$ cat src/rtl/alarm_event_queue.sv
// alarm_event_queue
//   Turns each rising edge on an alarm line into one timestamped event. Events
//   wait in a pending map, are moved one per cycle into a first-word-fall-through
//   FIFO (lowest alarm index first) and are read out over a valid/ready handshake.
//
// Ports
//   clk           clock, shared with the alarm source
//   reset         asynchronous reset, active low
//   alarm_in      alarm "finished" lines, synchronous to clk
//   evt_valid     FIFO head holds an event
//   evt_ready     consumer takes the head this cycle
//   evt_id        alarm number of the head event (0 when empty)
//   evt_ts        timestamp of the head event (0 when empty)
//   pending       edges detected but not yet moved into the FIFO
//   overflow      sticky: an edge was merged into an already pending event
//   clr_overflow  clears overflow
//   irq           evt_valid | overflow
module alarm_event_queue #(
  parameter int NUM_ALARMS = 24,
  parameter int ID_WIDTH   = 5,
  parameter int FIFO_DEPTH = 8,
  parameter int TS_WIDTH   = 16
) (
  input  logic                  clk,
  input  logic                  reset,
  input  logic [NUM_ALARMS-1:0] alarm_in,
  output logic                  evt_valid,
  input  logic                  evt_ready,
  output logic [ID_WIDTH-1:0]   evt_id,
  output logic [TS_WIDTH-1:0]   evt_ts,
  output logic [NUM_ALARMS-1:0] pending,
  output logic                  overflow,
  input  logic                  clr_overflow,
  output logic                  irq
);

  localparam int PTR_W = $clog2(FIFO_DEPTH);
  localparam int CNT_W = PTR_W + 1;

  logic [NUM_ALARMS-1:0] alarm_q;
  logic [NUM_ALARMS-1:0] pending_q, pending_d;
  logic [TS_WIDTH-1:0]   stamp_q [NUM_ALARMS];
  logic [TS_WIDTH-1:0]   ts_q;
  logic                  overflow_q, overflow_d;
  logic [PTR_W-1:0]      wptr_q, rptr_q;
  logic [CNT_W-1:0]      count_q, count_d;

  logic [ID_WIDTH-1:0]   fifo_id_mem [FIFO_DEPTH];
  logic [TS_WIDTH-1:0]   fifo_ts_mem [FIFO_DEPTH];

  logic [NUM_ALARMS-1:0] rise, keep, clr_mask;
  logic [ID_WIDTH-1:0]   push_idx;
  logic [TS_WIDTH-1:0]   push_stamp;
  logic                  do_push, do_pop, fifo_full;

  assign rise      = alarm_in & ~alarm_q;
  assign fifo_full = (count_q == CNT_W'(FIFO_DEPTH));
  assign do_push   = (|pending_q) && !fifo_full;
  assign do_pop    = evt_valid && evt_ready;

  // Lowest-index pending alarm wins: scan downward so the last hit is the lowest.
  always_comb begin
    push_idx   = '0;
    push_stamp = '0;
    for (int i = NUM_ALARMS - 1; i >= 0; i--) begin
      if (pending_q[i]) begin
        push_idx   = ID_WIDTH'(i);
        push_stamp = stamp_q[i];
      end
    end
  end

  assign clr_mask = do_push ? (NUM_ALARMS'(1) << push_idx) : '0;
  // Pending bits that survive this cycle; a rise on one of these is a lost event.
  assign keep       = pending_q & ~clr_mask;
  assign pending_d  = keep | rise;
  assign overflow_d = (overflow_q & ~clr_overflow) | (|(rise & keep));
  assign count_d    = count_q + CNT_W'(do_push) - CNT_W'(do_pop);

  always_ff @(posedge clk or negedge reset) begin
    if (!reset) begin
      alarm_q    <= '0;
      pending_q  <= '0;
      ts_q       <= '0;
      overflow_q <= 1'b0;
      wptr_q     <= '0;
      rptr_q     <= '0;
      count_q    <= '0;
    end else begin
      alarm_q    <= alarm_in;
      pending_q  <= pending_d;
      ts_q       <= ts_q + 1'b1;
      overflow_q <= overflow_d;
      count_q    <= count_d;
      if (do_push) wptr_q <= wptr_q + 1'b1;
      if (do_pop)  rptr_q <= rptr_q + 1'b1;
    end
  end

  // A stamp is captured only when its bit is not staying pending, so a merged
  // edge keeps the original time, while an edge coinciding with the push of the
  // same alarm starts a fresh event with the new time.
  for (genvar gi = 0; gi < NUM_ALARMS; gi++) begin : g_stamp
    always_ff @(posedge clk or negedge reset) begin
      if (!reset) begin
        stamp_q[gi] <= '0;
      end else if (rise[gi] && !keep[gi]) begin
        stamp_q[gi] <= ts_q;
      end
    end
  end

  // Storage needs no reset: entries are only visible while count is nonzero.
  always_ff @(posedge clk) begin
    if (do_push) begin
      fifo_id_mem[wptr_q] <= push_idx;
      fifo_ts_mem[wptr_q] <= push_stamp;
    end
  end

  assign evt_valid = (count_q != '0);
  assign evt_id    = evt_valid ? fifo_id_mem[rptr_q] : '0;
  assign evt_ts    = evt_valid ? fifo_ts_mem[rptr_q] : '0;
  assign pending   = pending_q;
  assign overflow  = overflow_q;
  assign irq       = evt_valid | overflow_q;

endmodule

$ cat config.mk
export PLATFORM = sky130hd
export DESIGN_NAME = alarm_event_queue
export DESIGN_NICKNAME = d
export VERILOG_FILES = /design/src/rtl/alarm_event_queue.sv
export SDC_FILE = /design/constraint.sdc
export NUM_CORES = 1
export LEC_CHECK = 0
export ABC_AREA = 1
export CAP_MARGIN = 10
export CORE_MARGIN = 3
export CORE_UTILIZATION = 25
export CTS_BUF_LIST = sky130_fd_sc_hd__clkbuf_4 sky130_fd_sc_hd__clkbuf_8 sky130_fd_sc_hd__clkbuf_16
export DETAILED_ROUTE_END_ITERATION = 16
export SLEW_MARGIN = 30
export SYNTH_ARGS = -nofsm -noshare
export SYNTH_HDL_FRONTEND = slang
export SYNTH_SLANG_ARGS = --single-unit
export TNS_END_PERCENT = 10
$ cat constraint.sdc
create_clock -name clk -period 2.6 [get_ports clk]
set_input_delay 0.52 -clock clk [delete_from_list [all_inputs] [get_ports clk]]
set_output_delay 0.52 -clock clk [all_outputs]
set_load 0.01 [all_outputs]
==> results of run 1 <==
## path summary, 6_finish.rpt
check	start	end	slack, ns	depth (start not counted)
max in group asynchronous	reset	stamp_q[344]	1.28	3
hold / removal	reset	stamp_q[107]	0.36	2
min in group clk	alarm_in[12]	alarm_q[12]	0.38	1
setup reg to reg	pending[22]	fifo_ts_mem[1][6]	-0.29	15
setup / recovery	pending[22]	fifo_ts_mem[1][6]	-0.29	15
hold reg to reg	alarm_q[16]	pending[16]	0.44	1
## synth_stat cells (all sizes together)
library cell / n
nand2: 639
o21ai: 555
dfrtp: 459
nor2: 287
edfxtp: 168
inv: 117
clkbuf: 107
buf: 78
a21oi: 69
nand3: 42
a221oi: 34
o211ai: 25
a31oi: 22
o22ai: 21
nand4: 20
o221a: 18
xor2: 17
o221ai: 16
o21a: 14
o2111ai: 11
a221o: 10
ha: 9
clkinv: 8
nor3: 8
a22oi: 5
o311ai: 5
a211oi: 4
a41oi: 3
or2: 2
xnor2: 2
a21o: 1
fa: 1
nor4: 1
o21bai: 1
## power groups by stage
stage | clock, uW | sequential (uW) | combinational, uW
global placement | 0 | 12500 | 7880
floorplan | 0 | 12400 | 3930
detailed placement | 0 | 12500 | 7960
global route | 10600 | 12500 | 10700
CTS | 10100 | 12300 | 9570
finish | 10000 | 12400 | 9890
## stage by stage
stage                     cells  power, uW
after detailed placement   4306      20500
after floorplan            2779      16400
after global placement     4306      20300
final                      4510      32300
after CTS                  4487      32000
after global routing       4510      33700
## worst max-delay path: cells and delay by family (launching register included)
family | cells | cell delay [ns]
AO/OA/AOI/OAI | 7 | 1.11
buffers and inverters | 4 | 0.56
flip-flops | 1 | 0.39
AND/OR/NAND/NOR | 4 | 0.58
## layout make-up
type	count	area (um^2)	area share
inverters	125	487	0.0135
repair buffers	402	4550	0.126
clock buffers	99	2060	0.0570
multi-input cells	1842	10500	0.290
flip-flops and latches	627	16500	0.458
well taps	1391	1740	0.0482
clock inverters	24	258	0.00714
## logic make-up after synthesis
kind of cell / after synthesis
AOI/OAI and AO/OA: 814
xor gates and xnor gates: 19
DFF: 627
adders and majority gates: 10
buffers and inverters: 310
and+or+nand+nor: 999
## layer usage
| layer | part of all wire | routed length [um] |
|---|---|---|
| met4 | 0.026 | 2260 |
| met2 | 0.44 | 38700 |
| met1 | 0.45 | 40100 |
| met5 | 0.00015 | 13 |
| met3 | 0.083 | 7290 |
## registers in the layout, summed over array words and instances, names as in the netlist
signal / flops
ts_q: 16
pending: 24
wptr_q: 3
fifo_id_mem: 40
rptr_q: 3
overflow: 1
fifo_ts_mem: 128
stamp_q: 384
alarm_q: 24
count_q: 4
## timing repair
action / CTS / global route
endpoints found under the hold margin: 24 / 0
buffers inserted: 46 / 11
pin swaps: 76 / 68
setup endpoints to repair: 538 / 547
resized for setup: 381 / 238
hold buffers: 1 / 0
cloned: 19 / 12
## cells in the final DEF, fill, tap and decap left out, types with 19 or more instances in the layout
cell type	count
o211ai_1	25
nor2_1	235
nand2_2	113
nand4_1	20
nor2_2	39
buf_4	202
clkbuf_16	80
o21ai_1	323
nand2_1	484
o21ai_0	175
inv_1	97
a21oi_1	38
nand2_4	39
edfxtp_1	168
buf_12	57
buf_6	38
dfrtp_1	455
o22ai_1	19
o21ai_2	54
nand3_1	29
clkdlybuf4s50_1	49
a221oi_1	34
a21oi_2	21
==> out/qor.yml, run 1 <==
clock_network:
  clkLatencyLatePin_ns: 0.62
  htree_num_levels: 3
  clock-sinks: 627
  root_buffer: "clkbuf_16"
  numCtsBuffers: 68
  cts_tree: "yes"
  cts.clk_slew.worst_paths_ns: 0.06
  clockBufferDepth: 3
yosys:
  yosys.area.top_type_share: 0.427
  yosys.area.top_type: "dfrtp_1"
  synthCells: 2779
  synth-adder-area-share: 0.00493
  synth_top_family_by_area: "compound AO/OA/AOI/OAI gates"
  ys_ff_latch: 627
  ys_top_cells_by_area: "dfrtp_1 (43%), edfxtp_1 (19%), nand2_1 (8.8%), o21ai_1 (5.3%), o21ai_0 (4.7%)"
  ys_warn_count: 0
  ys_types: 50
  synth_fp_nets: 2817
  synth_area_per_cell_um2: 9.68
  synth.cell_area_mm2: 0.0269
  seq_area_frac_synth: 0.614
  synthSimpleGateAreaFrac: 0.148
  synth_xor_xnor_area_share: 0.00618
  synth.area.mux_share: 0
  synth_compound_area_frac: 0.177
routing:
  drt_iter0_markers: 2207
  first_pass_iters: 5
  ant_nets: 0
  drc: 0
  vias_per_cell: 4.85
  routed_wirelength_um: 88300
  wire_per_inst_um: 19.6
  detailroute.via_count: 21900
final_layout:
  drive_gt1_frac: 0.273
  stdcell_area_mm2: 0.0361
  final.fill_count: 10600
  finalNetCount: 3104
  utilization: 0.340
  synthToLayoutAreaGrowth_pct: 34.1
  num_antenna_cells: 0
placed_design:
  placed_area_mm2: 0.0311
  gp_congestion: 0.875
  place_ws_ns: -0.505
  numPortBuffers: 75
  hpwl_um: 55400
pwr:
  clock_power_share: 0.310
  seq_power_share: 0.383
  combPwrFrac: 0.307
  max-vdd-ir-drop_v: 0.000552
  leakagePower_uw: 0.0146
  p_sw_frac: 0.318
  internal_power_uw: 22000
  p_switching_uw: 10200
  power.density_mw_per_mm2: 894
sta:
  final_hold_viol_count: 0
  finalSetupTns_ns: -56.49
  post-route-period-util: 1.11
  setup_viol: 480
  worst_pin_slew_ns: 0.652
  setup_slack_ns: -0.291
  max_freq_ghz: 0.346
  maxSlewHeadroom: 0.565
  hold_slack_ns: 0.356
  fin_worst_skew_ns: 0.0340
  slew_violations: 0
  rsz0062_at_grt: "yes"
  period_minus_slack_ns: 2.89
floorplanning:
  dieWidth_um: 334
  fp-row-count: 119
  die_area_mm2: 0.112
  core_mm2: 0.106
  die_h_um: 334
  start_util: 0.254
  io_pins: 76
global_route:
  track_usage: 0.152
  grt_util_met1: 0.221
  antenna_found_initial: 2
  grt_max_degree: 109
  grt-ovfl-total: 0
  grt-busiest-layer: "met2"
  grt_use_met3: 0.0336
  grt_pass1_wl_um: 131000
  grt_pass1_vias: 20800
  globalRouteMet2Util: 0.225
status:
  failed_checks: "setup timing"
  status: "finished, violations left"
flow_run:
  maxCapViolations: 0
setup_path:
  slowest_stage: "dfrtp_1"
  crit_type: "flip-flop to flip-flop"
  crit_path_end_kind: "flip-flop"
  slowest_delay_ns: 0.39
  cp.required_ns: 2.97
  start_kind: "flip-flop"
  arrival_ns: 3.26
  crit_fanout: 8
  path_cells: "buf_6, buf_4, buf_8, a21oi_1, a21oi_1, nor2_2, o2111ai_2, o211ai_1, nand4_1, a21oi_2, o21a_1, o21ai_1, nand2_1, nand2_1, buf_12"
hold_path:
  min_path_type: "input pin to asynchronous set/reset pin"
No activity file was read; power rests on OpenSTA's default activity.
==> inputs of run 2 (changes only) <==
- clock period: 2.6 -> 2.4 ns (I/O delays scaled with it)
==> out/qor.yml, run 2 (synthesis gave the netlist of run 1 again) <==
status:
  status: "finished, violations left"
  failed_checks: "setup timing"
final_layout:
  num_antenna_cells: 0  # unchanged
  layout_commonest_cell: "nand2_1"
  multi_input_area_mm2: 0.0106  # +1.8%
  drive_gt1_frac: 0.285  # +0.0118
  largest_reg_flops: 384  # unchanged
  largestRegisters: "stamp_q: 384 flops, fifo_ts_mem: 128 flops, fifo_id_mem: 40 flops"
  finalNetCount: 3138  # +1.1%
  seqCellArea_mm2: 0.0165  # about the same
  largest-register: "stamp_q"
  utilization: 0.342  # +0.00135
  final_cell_mix: "nand2_1 (472), dfrtp_1 (454), o21ai_1 (289)"
  stdcell_area_mm2: 0.0362  # +0.40%
  synthToLayoutAreaGrowth_pct: 34.6
  final.fill_count: 10600  # +0.24%
setup_path:
  rr_worst_depth: 26  # +11
  slowest_stage: "dfrtp_1"
  r2r-end: "stamp_q[306]"
  crit_type: "flip-flop to flip-flop"
  crit_top_cell: "nand2_2"
  start_kind: "flip-flop"
  reg2reg_from: "pending[22]"
  slowest_delay_ns: 0.38  # about the same
  crit_fanout: 8  # unchanged
  cp_top_family: "simple AND/OR/NAND/NOR gates"
  arrival_ns: 3.37  # +0.11 ns
  r2r_slack_ns: -0.48  # -0.18 ns
  path_buf_inv: 4  # unchanged
  crit_path_end_kind: "flip-flop"
  cp.required_ns: 2.89  # -0.08 ns
sta:
  setup_slack_ns: -0.476  # -0.185 ns
  fin_worst_skew_ns: 0.0298  # -0.00427 ns
  setup_viol: 613  # +28%
  period_minus_slack_ns: 2.88  # -0.0150 ns
  hold_slack_ns: 0.328  # -0.0280 ns
  max_freq_ghz: 0.348  # +0.52%
  maxSlewHeadroom: 0.395  # -0.170
  final_hold_viol_count: 0  # unchanged
  post-route-period-util: 1.20  # +0.0864
  rsz0062_at_grt: "yes"
  slew_violations: 0  # unchanged
  worst_pin_slew_ns: 0.905  # +0.254 ns
hold_path:
  worst_hold_path.num_cells: 1
  min_path_type: "input pin to flip-flop"
  min_to: "alarm_q[8]"
  hold_start: "alarm_in[8]"
placed_design:
  gp_congestion: 0.896  # +2.4%
  hpwl_um: 55700  # +0.49%
  numPortBuffers: 75  # unchanged
  placed_area_mm2: 0.0314  # +0.93%
floorplanning:
  dieWidth_um: 334  # unchanged
  fp-row-count: 119  # unchanged
  die_area_mm2: 0.112  # unchanged
  die_h_um: 334  # unchanged
  start_util: 0.254  # unchanged
  core_mm2: 0.106  # unchanged
  io_pins: 76  # unchanged
flow_run:
  maxCapViolations: 0  # unchanged
routing:
  ant_nets: 0  # unchanged
  wl_met2_um: 39200  # +1.5%
  drc: 0  # unchanged
  top_layer_used: "met5"
  wire_per_inst_um: 19.4  # -0.71%
  wl_met3_um: 6590  # -9.6%
  first_pass_iters: 5  # unchanged
  drt_iter0_markers: 2020  # -8.5%
  vias_per_cell: 4.85  # about the same
  routed_wirelength_um: 88200  # -0.16%
  detailroute.via_count: 22000  # +0.65%
  wl_met1_um: 40800  # +1.7%
global_route:
  grt_max_degree: 72  # -34%
  grt-ovfl-total: 0  # unchanged
  grt_pass1_vias: 20600  # -0.93%
  track_usage: 0.150  # -0.00257
  antenna_found_initial: 3  # +1
  grt_pass1_wl_um: 129000  # -1.7%
clock_network:
  numCtsBuffers: 68  # unchanged
  clkLatencyLatePin_ns: 0.63  # about the same
  clockBufferDepth: 3  # unchanged
  htree_num_levels: 3  # unchanged
  cts.clk_slew.worst_paths_ns: 0.06  # about the same
  cts_tree: "yes"
  root_buffer: "clkbuf_16"
  clock-sinks: 627  # unchanged
pwr:
  power.density_mw_per_mm2: 949  # +6.1%
  max-vdd-ir-drop_v: 0.000658  # +19%
  leakagePower_uw: 0.0147  # +1.1%
[run 2: changes by cell type in the layout (fill, tap and decap cells not counted), moves of 12 or more]
cell / previous run / this run
o21ai_2: 54 / 74
o21ai_0: 175 / 188
o21ai_1: 323 / 289
nand2_2: 113 / 96
buf_16: 18 / 6
nor2_2: 39 / 24
nand2_1: 484 / 472
nand2_4: 39 / 70
buf_4: 202 / 243
[run 2: worst reg2reg max path: cells and delay by family (launching register included)]
family | cells | cell delay, ns
AND/OR/NAND/NOR | 20 | 1.54
buffers and inverters | 4 | 0.49
flip-flops | 1 | 0.38
AO/OA/AOI/OAI | 2 | 0.34
[run 2: metrics by stage]
stage	cells	setup WS [ns]	total power (uW)	setup TNS, ns
CTS	4498	-0.498	34000	-227.76
global route	4535	-0.665	36000	-265.74
global placement	4345	-0.792	22100	-256.44
finish	4535	-0.476	34400	-168.20
detailed placement	4345	-0.787	22200	-271.70
floorplan	2779	-0.271	17800	-23.19
[run 2: report_power, final]
| group | internal, uW | leakage, uW | switching [uW] |
|---|---|---|---|
| clock network | 6150 | 0.00111 | 4490 |
| logic | 4260 | 0.00591 | 6060 |
| registers | 12900 | 0.00772 | 520 |
| total | 23300 | 0.0147 | 11100 |
[run 2: worst max-delay path by stage]
| stage | from | endpoint | slack [ns] | cells past startpoint |
|---|---|---|---|---|
| after CTS | pending[20] | overflow | -0.50 | 21 |
| after detailed placement | pending[20] | fifo_ts_mem[5][3] | -0.79 | 15 |
| final | pending[22] | stamp_q[306] | -0.48 | 26 |
| after global placement | pending[23] | fifo_ts_mem[2][3] | -0.79 | 17 |
| after global routing | pending[22] | stamp_q[306] | -0.66 | 26 |
| after floorplan | pending[4] | fifo_id_mem[1][0] | -0.27 | 11 |
[run 2: area by class of cell]
cell class | count | share of cell area
inverters | 125 | 0.0133
well taps | 1391 | 0.0480
multi-input cells | 1842 | 0.294
clock buffers | 91 | 0.0534
clock inverters | 23 | 0.00808
flip-flops and latches | 627 | 0.457
repair buffers | 436 | 0.127
[run 2: per-layer routing]
| layer | global-route usage | vias to the layer above |
|---|---|---|
| li1 | - | 10200 |
| met5 | 0 | - |
| met2 | 0.225 | 737 |
| met3 | 0.0358 | 118 |
| met4 | 0.0340 | 2 |
| met1 | 0.218 | 10900 |
[run 2: repair_timing]
item	CTS	global route
hold endpoints to repair	38	0
cloned	9	18
resized for setup	302	336
pin swaps	65	63
setup buffers	39	19
setup endpoints to repair	739	752
hold buffers	1	0
